`src/rtl/bcrypt_word_pack.sv`:
```
// Byte-to-word packer for the bcrypt key/salt register stages.
// Bytes are assembled into 32-bit words and queued in a 2-entry buffer.
// The buffer head is presented on dout/dout_valid, and rd_en pops it.
module bcrypt_word_pack #(
    parameter int BIG_ENDIAN = 1,
    parameter int N          = 32
) (
    input  logic         CLK,
    input  logic         rst,
    input  logic [7:0]   din,
    input  logic         wr_en,
    input  logic         last,
    output logic         full,
    output logic [N-1:0] dout,
    output logic         dout_last,
    output logic         dout_valid,
    input  logic         rd_en,
    output logic [1:0]   word_count
);

    logic [1:0]   byte_cnt;
    logic [N-1:0] asm_q;
    logic [N-1:0] tail_word;
    logic         tail_last;

    logic         closing;
    logic         pop;
    logic         accept;
    logic         push;
    logic [N-1:0] packed_word;
    logic [1:0]   byte_cnt_next;
    logic [1:0]   word_count_next;
    int unsigned  slot_lo;
    int unsigned  cnt_i;

    // Accept/close/pop decisions for this edge.
    // A last-terminated word can close from slots 0..2 while full is low and
    // two words are already buffered; that byte is held off unless the head
    // is popped at the same edge, so the buffer can never overflow.
    always_comb begin
        closing = last || (byte_cnt == 2'd3);
        pop     = rd_en && (word_count != 2'd0);
        accept  = wr_en && !full && !(closing && (word_count == 2'd2) && !pop);
        push    = accept && closing;
    end

    // Current word with the incoming byte in slot byte_cnt and higher slots zeroed.
    always_comb begin
        packed_word = '0;
        slot_lo     = 0;
        cnt_i       = 32'(byte_cnt);
        for (int unsigned k = 0; k < 4; k++) begin
            slot_lo = (BIG_ENDIAN != 0) ? (24 - 8 * k) : (8 * k);
            if (k < cnt_i) begin
                packed_word[slot_lo +: 8] = asm_q[slot_lo +: 8];
            end else if (k == cnt_i) begin
                packed_word[slot_lo +: 8] = din;
            end
        end
    end

    // Next byte slot and buffer occupancy.
    always_comb begin
        byte_cnt_next = byte_cnt;
        if (accept) begin
            byte_cnt_next = closing ? 2'd0 : byte_cnt + 2'd1;
        end
        word_count_next = word_count + {1'b0, push} - {1'b0, pop};
    end

    // Assembly register, 2-entry buffer with registered head, and full flag.
    always_ff @(posedge CLK) begin
        if (rst) begin
            byte_cnt   <= '0;
            asm_q      <= '0;
            dout       <= '0;
            dout_last  <= 1'b0;
            dout_valid <= 1'b0;
            tail_word  <= '0;
            tail_last  <= 1'b0;
            word_count <= '0;
            full       <= 1'b0;
        end else begin
            byte_cnt   <= byte_cnt_next;
            word_count <= word_count_next;
            dout_valid <= (word_count_next != 2'd0);
            full       <= (byte_cnt_next == 2'd3) && (word_count_next == 2'd2);

            if (accept) begin
                asm_q <= closing ? '0 : packed_word;
            end

            case ({push, pop})
                2'b10: begin
                    if (word_count == 2'd0) begin
                        dout      <= packed_word;
                        dout_last <= last;
                    end else begin
                        tail_word <= packed_word;
                        tail_last <= last;
                    end
                end
                2'b01: begin
                    dout      <= tail_word;
                    dout_last <= tail_last;
                    tail_word <= '0;
                    tail_last <= 1'b0;
                end
                2'b11: begin
                    if (word_count == 2'd1) begin
                        dout      <= packed_word;
                        dout_last <= last;
                    end else begin
                        dout      <= tail_word;
                        dout_last <= tail_last;
                        tail_word <= packed_word;
                        tail_last <= last;
                    end
                end
                default: ;
            endcase
        end
    end

endmodule

```
`config.mk`:
```
export PLATFORM = sky130hd
export DESIGN_NAME = bcrypt_word_pack
export DESIGN_NICKNAME = d
export VERILOG_FILES = /design/src/rtl/bcrypt_word_pack.sv
export SDC_FILE = /design/constraint.sdc
export NUM_CORES = 1
export LEC_CHECK = 0
export ABC_AREA = 1
export CAP_MARGIN = 10
export CORE_MARGIN = 2
export CORE_UTILIZATION = 40
export DETAILED_ROUTE_END_ITERATION = 8
export HOLD_SLACK_MARGIN = 0.12
export SLEW_MARGIN = 20
export SYNTH_ARGS = -nofsm -noshare
export SYNTH_HDL_FRONTEND = slang
export SYNTH_SLANG_ARGS = --single-unit
export TNS_END_PERCENT = 5
```
`constraint.sdc`:
```
create_clock -name CLK -period 2.3 [get_ports CLK]
set_input_delay 0.575 -clock CLK [delete_from_list [all_inputs] [get_ports CLK]]
set_output_delay 0.575 -clock CLK [all_outputs]
set_load 0.02 [all_outputs]
```
# == Word level (Yosys, flattened, before mapping) ==
# Index checks and enable logic that the tools add are counted.
# word_totals
register_bits,104
# op_classes
addsub,3
n_lt_le_gt_ge,3
mux,22
n_reduce_logical,18
n_eq_ne,14
# ops
operator,n
$pmux W32 S3,2
$mux W32,5
$mux W8,7
$eq A2 B2 Y1 const B,6
$logic_and A1 B1 Y1,7
$ne A2 B2 Y1 const B,3
$pmux W1 S3,2
$eq A2 B1 Y1 const B,2
$eq A2 B2 Y1 const A,2
$logic_not A2 Y1,2
$lt A1 B2 Y1 const A,2
$mux W1,4
$mux W2,2
$reduce_bool A2 Y1,2
$logic_not A1 Y1,3
$reduce_and A3 Y1,1
$reduce_bool A3 Y1,1
$add A2 B1 Y2,1
$add A2 B1 Y2 const B,1
$eq A1 B2 Y1 const A,1
$lt A2 B2 Y1 const A,1
$reduce_and A2 Y1,1
$sub A2 B1 Y2,1
$logic_or A1 B1 Y1,1

# == Logic depth before layout (Yosys ltp) ==
# logic_depth
ltp_word,11
depth_mapped,17
mapped_depth_nobuf,16

# == Worst setup path before layout ==
# OpenSTA, ideal clock, no wires.
# synth_path
path_type,reg-to-reg
start,register byte_cnt[0]
end,register full
setup_slack_ns,0.099
arrival_time_ns,2.138
stages_incl_launch_ff,18
period_less_slack_ns,2.201
n_path_buf,1
setup_time_ns,0.064
required_ns,2.236
path_cell_list,dfxtp_1 > ha_1 > buf_2 > inv_2 > nand2_2 > nand3_1 > nand2_2 > inv_1 > nand2_1 > ha_1 > ha_1 > inv_1 > nand2_1 > nand3_1 > nand2_1 > nor2_1 > nand3_1 > nor2_1
# synth_via
elab_chain_len,11
elab_cells_between_ends,15
classes_between,add/sub (3); eq/ne (3); mux (2); reduce/logical (7)
# synth_lines
item,line_no,source
"start, declared",21,logic [1:0] byte_cnt;
"start signal, assigned",84,byte_cnt <= byte_cnt_next;
$eq A2 B2 Y1,41,closing = last || (byte_cnt == 2'd3);
$logic_or A1 B1 Y1,41,
$logic_and A1 B1 Y1 (2 in a row),43,accept = wr_en && !full && !(closing && (word_count == 2'd2) && !pop);
$logic_not A1 Y1,43,
$logic_and A1 B1 Y1,43,
$logic_and A1 B1 Y1,44,push = accept && closing;
$add A2 B1 Y2,68,"word_count_next = word_count + {1'b0, push} - {1'b0, pop};"
$sub A2 B1 Y2,68,
$eq A2 B2 Y1,87,full <= (byte_cnt_next == 2'd3) && (word_count_next == 2'd2);
$logic_and A1 B1 Y1 (*),87,
"end signal, assigned",87,
"end, declared",13,"output logic full,"
# Every way passes the cells marked *; elsewhere a longest branch is shown, timed or not.
# A chain may end at the register's enable or synchronous reset.

# == Final worst setup path ==
# layout_path
start,input port wr_en
end,register full
# layout_via
elab_chain_len,7
elab_cells_between_ends,9
classes_between,add/sub (2); eq/ne (2); mux (1); reduce/logical (4)
# layout_lines
item,line_no,source
"start, declared",11,"input logic wr_en,"
$logic_and A1 B1 Y1 (*) (2 in a row),43,
$logic_and A1 B1 Y1,44,
$add A2 B1 Y2,68,
$sub A2 B1 Y2,68,
$eq A2 B2 Y1,87,
$logic_and A1 B1 Y1 (*),87,
# Marks and branches as above.

==> impl_results.md <==
- Status: completed
- Setup TNS: 0 ns
- Final wirelength: ~13 mm
- Synth Flop Type: dfxtp_1
- Total power: about 6.6 mW
- Post-Synth Simple-Gate Area: a little under two fifths
- Remaining antenna violation count: 0
- TritonCTS Buffers: 9
- Gpl congestion: between 0.8 and 0.9
- Required @ worst endpoint: roughly 2.5 ns
- Fmax: 463 MHz
- DRC Markers: 0
- Antenna violations before repair: 0
- Period utilisation layout: ~94%
- Endpoints failing setup: 0
- Final Hold Vio Count: 0
- Rows: 39
- Antenna Cells: 0
- Fillcell total: 1144
- Startpoint types: primary input
- Die width: roughly 110 um
- Die Area: ~13000 sq um
- Avg WL per Cell: around 15 um
- Critical Path AT: 2.40 ns
- Later-pin clock latency in the skew report: approximately 0.35 ns
- Unique masters post-synth: 22
- Area of the multi-input gates: 2440 sq um
- Layout cells sized above 1: under 10%
- Clk root buf: clkbuf_16
- Worst rel slew slack: a little over three fifths
- Worst R2R End: full
- Worst Skew: 0.00834 ns
- Sequential fraction of the synthesis area: about 40%
- VDD IR max: 0.906 mV
- Flop and latch count out of synthesis: 96
- Synth Cell Area: roughly 4700 sq um
- Post-DR vias/cell: around 5.1
- Slowest CP cell: clkdlybuf4s50_1
- CP dominant cell by count: inv_1
- Largest net degree at the start of global routing: between 40 and 50
- Reg area: 1920 sq um
- Total number of vias: ~4.6k
- # nets final: a little under 800
- Worst Path Max Fanout: 4
- Grt ovf: 0
- Vias in the first global route: ~4.3k
- CORE AREA: about 11000 sq um
- Die Y: about 110 um
- Synth Warn #: 0
- Clock-pin slew on the worst setup and hold paths: ~0.070 ns
- Post-Synthesis Cells: 702
- Adder-cell area share of the yosys netlist: roughly 2.9%
- CP Class: primary input to flop
- First-pass GRT wire length: about 22 mm
- Hold Buf Count CTS: 0
- Top Family by Delay on Critical Path: buffers and inverters
- RSZ-0062 raised after global routing: no
- Final min period: roughly 2.2 ns
- Setup crit end kind: flop
- Critical Path Start: wr_en
- WP depth: 14
- Overall routing resource usage: a little over a fifth
- Xor/xnor share of the synthesized area: 0%
- Clock Path Buffers: 2
- Worst-Margin Slew: between 0.5 and 0.6 ns
- Critical path capture point: full
- Worst Path Buf+Inv: 4
- 1st-iter DRT viols: approximately 250
- Worst reg2reg setup slack: approximately 0.2 ns
- Hold/Removal Path Class: flop to flop
- LEAKAGE: around 2.5 nW
- DRT Pass-1 Iters: 5
- EDFF count, synth: 0
- Worst R2R Path Depth: 15
- Slew Limit Fails: 0
- Syn nets: 726
- I/O Pins: 50
- Asr flop ratio synth: 0%
- Multiplexer share of the synthesized area: 0%
- RR Startpoint: byte_cnt[0]
- Syn Area/Cell: a little under 7 sq um
- Crit path cell chain: clkdlybuf4s50_1 > inv_1 > nor2_4 > nand2_2 > inv_1 > nand2_2 > ha_1 > ha_1 > inv_1 > nand2_1 > a21oi_1 > nor2_2 > nand3_1 > nor2_1
- Max stage delay on crit path: between 0.4 and 0.5 ns
- Setup bufs post-CTS: 0
- TritonCTS clock tree: built
- H-tree level count: 3
- CTS Sinks: 96
- Power density over the cells: ~1100 nW/um^2
- Synth Area in Compound Gates: ~11%
- Max_cap viols: 0
- Starting Density: between 40% and 50%
- P&R area growth vs syn: 23.9%
- IO buf count: a little under 50
- Largest family of logic cells by synthesized area: simple AND/OR/NAND/NOR gates
- Post-DP HPWL: 8.80 mm
-- worst reg2reg max path: stages (launching register included) --
cell	delay, ns
dfxtp_1	0.31
ha_1	0.22
inv_2	0.09
nand2_2	0.08
nand3_2	0.09
nand2_2	0.05
inv_1	0.08
nand2_2	0.08
ha_1	0.30
ha_1	0.20
inv_1	0.05
nand2_1	0.06
a21oi_1	0.20
nor2_2	0.08
nand3_1	0.07
nor2_1	0.04
-- synthesized netlist by cell type, types with 2 or more instances --
library cell  instances  area (sq um)
dfxtp_1              96          1920
a21oi_1              81           405
clkbuf_1             11          41.3
buf_2                22           110
o21ai_0              19          95.1
nor2_1               62           233
nand3_1              67           335
buf_4                 9          67.6
nand2_1             226           848
nand3b_1             22           165
nor2_4                2          22.5
nor3_1               13          65.1
nand2_2               5          31.3
buf_1                 4          15.0
inv_2                 7          26.3
inv_1                39           146
o21ai_1               2          10.0
ha_1                 11           138
-- flip-flops by register name, indices dropped and copies added, names as in the netlist --
| name | cells |
|---|---|
| asm_q | 24 |
| dout_last | 1 |
| tail_last | 1 |
| tail_word | 32 |
| word_count | 2 |
| byte_cnt | 2 |
| dout | 32 |
| dout_valid | 1 |
| full | 1 |
-- where the power goes --
| part | internal, mW | total (mW) | switching, mW |
|---|---|---|---|
| combinational | 1.17 | 2.94 | 1.77 |
| sequential | 1.96 | 2.09 | 0.126 |
| clock | 0.905 | 1.56 | 0.659 |
| total | 4.03 | 6.59 | 2.56 |
-- layout by cell type (no fill, tap or decap), types with 10 or more instances in the layout --
cell               n
nand2_1          225
dfxtp_1           96
a21oi_1           80
nand3_1           66
nor2_1            59
clkdlybuf4s50_1   47
inv_1             38
buf_4             23
nand3b_1          22
o21ai_0           19
nor3_1            13
ha_1              10
-- worst min-delay path by stage --
| stage | cells past startpoint | start | slack [ns] | end |
|---|---|---|---|---|
| floorplan | 2 | tail_word[3] | 0.43 | tail_word[3] |
| global placement | 2 | tail_word[17] | 0.44 | tail_word[17] |
| detailed placement | 2 | tail_word[8] | 0.45 | tail_word[8] |
| CTS | 2 | tail_word[8] | 0.46 | tail_word[8] |
| global route | 2 | asm_q[24] | 0.48 | asm_q[24] |
| finish | 2 | tail_word[0] | 0.45 | tail_word[0] |
-- metrics by stage --
stage | utilization [%] | setup slack [ns] | std cells | area, sq um | hold WS (ns)
2_1_floorplan | - | 0.0985 | 702 | 4730 | 0.431
3_3_place_gp | 48.2 | -0.382 | 881 | 5530 | 0.440
3_5_place_dp | 48.2 | -0.414 | 881 | 5530 | 0.446
5_1_grt | 51.2 | 0.00596 | 897 | 5870 | 0.477
4_1_cts | 50.9 | 0.00400 | 897 | 5830 | 0.456
6_report | 51.2 | 0.140 | 897 | 5870 | 0.453
-- final cells by class --
class	count	share of cell area (%)
timing repair buffer	82	14.5
clock buffer	12	4.37
clock inverter	4	0.896
multi-input combinational	514	41.5
tap	143	3.05
sequential	96	32.8
inverter	46	2.94
-- per-layer routing --
layer / wire length (um) / global-route usage [%]
met4: 352 / 9.35
met3: 814 / 4.39
met2: 5870 / 34.0
met5: 0 / 0
met1: 6410 / 29.5
-- timing repair --
item                                    4_1_cts  5_1_grt
gates resized for setup                       1       11
endpoints found under the setup margin       46       69
pin swaps                                     0        3
hold endpoints to repair                      0        0
-- cell families (layout without fill, tap and decap cells) --
logic type                 after synthesis  count (layout)
AOI/OAI and AO/OA                      103             103
buffers and inverters                   92             144
DFF                                     96              96
and+or+nand+nor                        400             400
adders and majority gates               11              11
No activity file was read; power rests on OpenSTA's default activity.
